[config.mk]
export PLATFORM = sky130hd
export DESIGN_NAME = quad_encoder_emulator
export DESIGN_NICKNAME = d
export VERILOG_FILES = /design/src/rtl/quad_encoder_emulator.sv
export SDC_FILE = /design/constraint.sdc
export NUM_CORES = 1
export LEC_CHECK = 0
export CAP_MARGIN = 20
export CORE_MARGIN = 3
export CORE_UTILIZATION = 33
export CTS_BUF_LIST = sky130_fd_sc_hd__clkbuf_4 sky130_fd_sc_hd__clkbuf_8
export DETAILED_ROUTE_END_ITERATION = 7
export PLACE_DENSITY = 0.6
export REMOVE_ABC_BUFFERS = 1
export SLEW_MARGIN = 20
export SYNTH_ARGS = -nofsm -noshare
export SYNTH_HDL_FRONTEND = slang
export SYNTH_SLANG_ARGS = --single-unit
[constraint.sdc]
create_clock -name i_clk -period 3.6 [get_ports i_clk]
set_clock_uncertainty 0.15 [all_clocks]
set_input_delay 0.54 -clock i_clk [delete_from_list [all_inputs] [get_ports i_clk]]
set_output_delay 0.54 -clock i_clk [all_outputs]
set_load 0.01 [all_outputs]
[src/rtl/quad_encoder_emulator.sv]
// Quadrature encoder emulator: turns a commanded step period and direction into A/B/index
// waveforms, with a per-revolution position counter driving the index pulse.
module quad_encoder_emulator #(
    parameter int unsigned K_PERIOD_W = 16,
    parameter int unsigned K_POS_W    = 12
) (
    input  logic                  i_clk,
    input  logic                  i_rst_n,
    input  logic                  i_enable,
    input  logic                  i_reverse,
    input  logic [K_PERIOD_W-1:0] i_period,
    input  logic                  i_polarity,
    input  logic [K_POS_W-1:0]    i_steps_per_rev,
    output logic                  o_a,
    output logic                  o_b,
    output logic                  o_i,
    output logic                  o_step,
    output logic                  o_step_rev,
    output logic [K_POS_W-1:0]    o_position
);

    localparam logic [K_PERIOD_W-1:0] PeriodOne = K_PERIOD_W'(1);
    localparam logic [K_POS_W-1:0]    PosOne    = K_POS_W'(1);

    logic [K_PERIOD_W-1:0] cnt_q, cnt_d;
    logic                  qa_q, qa_d;
    logic                  qb_q, qb_d;
    logic [K_POS_W-1:0]    pos_q, pos_d;
    logic                  idx_q, idx_d;
    logic                  step_q, step_d;
    logic                  step_rev_q, step_rev_d;

    logic                  running;
    logic                  step_evt;
    logic [K_POS_W-1:0]    last_pos;
    logic                  rev_enabled;
    logic [K_POS_W-1:0]    pos_next;

    // The >= compare fires immediately when the period shrinks below the running count.
    always_comb begin
        running  = i_enable && (i_period != '0);
        step_evt = running && (cnt_q >= (i_period - PeriodOne));
        if (!running || step_evt) begin
            cnt_d = '0;
        end else begin
            cnt_d = cnt_q + PeriodOne;
        end
    end

    // Forward walks 00->10->11->01; when A==B the next forward step toggles A, otherwise B.
    // Reverse is the mirror: A==B toggles B, otherwise A.
    always_comb begin
        qa_d = qa_q;
        qb_d = qb_q;
        if (step_evt) begin
            if ((qa_q == qb_q) ^ i_reverse) begin
                qa_d = ~qa_q;
            end else begin
                qb_d = ~qb_q;
            end
        end
    end

    always_comb begin
        rev_enabled = (i_steps_per_rev != '0);
        last_pos    = i_steps_per_rev - PosOne;
        pos_next    = pos_q;
        if (!rev_enabled) begin
            pos_next = i_reverse ? (pos_q - PosOne) : (pos_q + PosOne);
        end else if (!i_reverse) begin
            pos_next = (pos_q >= last_pos) ? '0 : (pos_q + PosOne);
        end else begin
            // Out-of-range positions (after N was reduced) land on the last valid slot.
            pos_next = ((pos_q == '0) || (pos_q >= i_steps_per_rev)) ? last_pos
                                                                     : (pos_q - PosOne);
        end
    end

    always_comb begin
        pos_d      = pos_q;
        idx_d      = idx_q;
        step_d     = step_evt;
        step_rev_d = step_rev_q;
        if (step_evt) begin
            pos_d      = pos_next;
            idx_d      = (pos_next == '0) && rev_enabled;
            step_rev_d = i_reverse;
        end
    end

    always_ff @(posedge i_clk) begin
        if (!i_rst_n) begin
            cnt_q      <= '0;
            qa_q       <= 1'b0;
            qb_q       <= 1'b0;
            pos_q      <= '0;
            idx_q      <= 1'b0;
            step_q     <= 1'b0;
            step_rev_q <= 1'b0;
        end else begin
            cnt_q      <= cnt_d;
            qa_q       <= qa_d;
            qb_q       <= qb_d;
            pos_q      <= pos_d;
            idx_q      <= idx_d;
            step_q     <= step_d;
            step_rev_q <= step_rev_d;
        end
    end

    // Polarity only remaps the pins; internal state is polarity-agnostic.
    assign o_a        = i_polarity ? qb_q : qa_q;
    assign o_b        = i_polarity ? qa_q : qb_q;
    assign o_i        = idx_q;
    assign o_step     = step_q;
    assign o_step_rev = step_rev_q;
    assign o_position = pos_q;

endmodule

==> flow_summary.ini <==
[timing]
max_freq_mhz = 290
timing.final.ws_setup_ps = 157
slew_headroom_pct = 64.5
worst_slew_pin_slew_ps = 531
finalHoldViolations = 0
timing.final.crit_share_pct = 95.6
setup_viol = 0
finalCriticalPeriod_ps = 3440
report.final.slew_viol_count = 0

[worst_setup_path]
crit_path_top_delay_cell = clkdlybuf4s50_1
endpoint = o_position[10]
cp_data_required_time_ps = 3630
worstSetupPathDepth = 13
cp_top_family = simple AND/OR/NAND/NOR gates
r2r_cells = 9
max_stage_delay_ps = 450
crit_type = primary input to register
start_kind = primary input
r2r_start = o_position[1]
startpoint = i_period[7]
r2r_setup_slack_ps = 740
cp.buffers_inverters = 3
crit_fanout = 4
r2r-end = o_i
worstPathCellList = clkdlybuf4s50_1 > or3_4 > buf_6 > xor2_1 > ha_1 > and4_4 > o2111ai_2 > o211ai_1 > o211ai_1 > nor2_2 > buf_6 > o21ai_0 > o221a_2
end_kind = register
arrival_ps = 3470

[clock_tree]
cts_root_buffer = clkbuf_8
clk_pin_slew_ps = 70
cts.path.max_buffers = 2
cts_made_buffers = 5
cts_tree = built
cts.htree.levels = 2
worstSkewPairLatency_ps = 290
clock_sinks = 33

[grt]
use_met3_pct = 3.21
grt_pass1_wl_um = 17500
grt_usage_pct = 16.5
grt_use_met1_pct = 22.3
overflow = 0
grt_start_max_net_pins = 17
grt_pass1_vias = 3709
antenna_found_initial = 0
grt.busiest_layer = met2
grt_use_met2_pct = 27.7

[yosys]
yosysWarnings = 0
synth-edff-count = 0
avgSynthCellArea_um2 = 7.85
synthesis.area_mm2 = 0.00367
synth_cell_type_count = 70
async_flop_share_pct = 0
synth_seq_cells = 33
synth-main-ff-cell = dfxtp_1
syn_inst = 468
synth-seq-area-share_pct = 18.0

[route]
wl_per_cell_um = 14.4
vias = 3778
dr.pass1.iters = 5
viasPerCell = 5.13
wl_um = 10600
drcViolationCount = 0
ant_nets = 0
drt_iter0_drc = 186

[final_layout]
nNetsFinal = 679
multiInputGateArea_mm2 = 0.00298
final_cell_area_mm2 = 0.00517
utilization_pct = 48.9
drive_gt1_share_pct = 27.0
regArea_um2 = 661
n_antenna_cell = 0
area_growth_pct = 40.6
fillers = 1032
fin_cells = 736

[power]
peakVddDrop_mv = 0.200
p_leak_uw = 0.00228
p_sw_uw = 244
p_clk_share_pct = 33.2
sw_frac_of_total_pct = 27.5
p_seq_share_pct = 41.4
intPower_uw = 643
combPwrFrac_pct = 25.4
power_density_mw_per_mm2 = 172

[floorplan]
die_x_um = 112
rows = 37
ios = 50
start_util_pct = 34.8
coreArea_mm2 = 0.0106
die_y_um = 112
die-area_mm2 = 0.0124

[flow_run]
cap_violations = 0

[place]
portBuffers = 49
dp_slack_ps = -517
dp.final_hpwl_um = 8300
place_area_mm2 = 0.00480
gp_congestion = 0.845
dpl.cell_count = 715

[worst_hold_path]
hp-class = register to register

[status]
status = complete, no violations
-- per-layer routing --
| metal | wire length (um) | up-vias | share of wire (%) |
|---|---|---|---|
| met5 | 0 | - | 0 |
| met4 | 138 | 0 | 1.3 |
| met3 | 297 | 16 | 2.8 |
| met2 | 5130 | 67 | 48 |
| met1 | 5020 | 1754 | 47 |
| li1 | - | 1941 | - |
-- kinds of logic (layout without fill, tap and decap cells) --
logic type      Yosys count  in the layout  synth area share [%]
mux                      11             11                  3.06
simple gates            196            196                  26.8
xor+xnor                 54             54                  12.9
flops                    33             33                  18.0
fa+ha+maj                47             47                  16.0
buf+inv                  41            173                  6.23
compound gates           86             86                  17.1
-- state kept, by name, indices dropped and copies added, names as in the netlist --
signal	flops
cnt_q	16
o_position	12
o_step_rev	1
o_step	1
qa_q	1
o_i	1
qb_q	1
-- power by group through the flow --
stage / registers [uW] / logic (uW) / clock network [uW]
floorplan: 375 / 86.4 / 0
global placement: 375 / 203 / 0
detailed placement: 375 / 208 / 0
CTS: 367 / 213 / 303
global route: 367 / 247 / 316
finish: 367 / 225 / 295
-- how the worst min path moves through the flow --
stage	from	endpoint	slack, ps	depth (start not counted)
2_1_floorplan	cnt_q[0]	cnt_q[0]	280	1
3_3_place_gp	cnt_q[0]	cnt_q[0]	300	1
3_5_place_dp	cnt_q[0]	cnt_q[0]	310	1
4_1_cts	cnt_q[0]	cnt_q[0]	320	1
5_1_grt	cnt_q[0]	cnt_q[0]	360	1
6_report	cnt_q[0]	cnt_q[0]	320	1
-- layout by cell type, fill, tap and decap left out, types with 6 or more instances in the layout --
cell type,Yosys,final
inv_1,19,17
nor3_2,3,6
ha_1,47,45
nor2_1,58,55
dlymetal6s2s_1,0,6
clkdlybuf4s50_1,0,32
nand3_1,19,17
nand2_1,55,54
nor3_1,13,9
a211oi_1,9,9
o21ai_0,15,12
dfxtp_1,33,33
xnor2_1,31,29
a21oi_1,19,18
clkbuf_2,0,8
buf_4,2,89
nand4_1,11,11
a31oi_1,7,6
mux2i_1,9,9
xor2_1,23,23
-- what timing repair did --
| item | CTS | global route |
|---|---|---|
| buffers inserted | 6 | 5 |
| resized for setup | 32 | 53 |
| gates cloned | 2 | 0 |
| pin swaps | 14 | 33 |
| hold buffers | 0 | 0 |
| endpoints found under the setup margin | 32 | 32 |
-- cell usage after synthesis (3+ instances only) --
library cell  count  area (um^2)
and4_1            5         43.8
xnor2_1          31          272
buf_2             4         20.0
o211ai_1          4         30.0
a211oi_1          9         67.6
and3_1            3         18.8
dfxtp_1          33          661
nor3_2            3         30.0
a21o_1            3         22.5
a31oi_1           7         43.8
a21oi_1          19         95.1
o21ai_0          15         75.1
buf_6             7         78.8
nand4_1          11         68.8
inv_1            19         71.3
nor4_1            5         31.3
mux2i_1           9         90.1
nand3_1          19         95.1
clkbuf_1          5         18.8
nand2_1          55          206
nor2_1           58          218
nor3_1           13         65.1
xor2_1           23          201
ha_1             47          588
nor2b_1           4         25.0
-- stage by stage --
step,hold WS (ps),total power (uW),setup TNS [ps]
after global routing,361,930,-3.08
after detailed placement,306,583,-13790
after global placement,303,579,-11260
final,316,887,0
after floorplan,280,462,-4480
after CTS,322,884,0
-- cell type report --
class | instances | share of cell area, %
multi-input combinational | 394 | 57.7
timing repair buffer | 143 | 22.9
sequential | 33 | 12.8
tap | 136 | 3.29
clock buffer | 8 | 1.77
inverter | 22 | 1.60
Note: power is estimated with default switching activity, not from simulation.
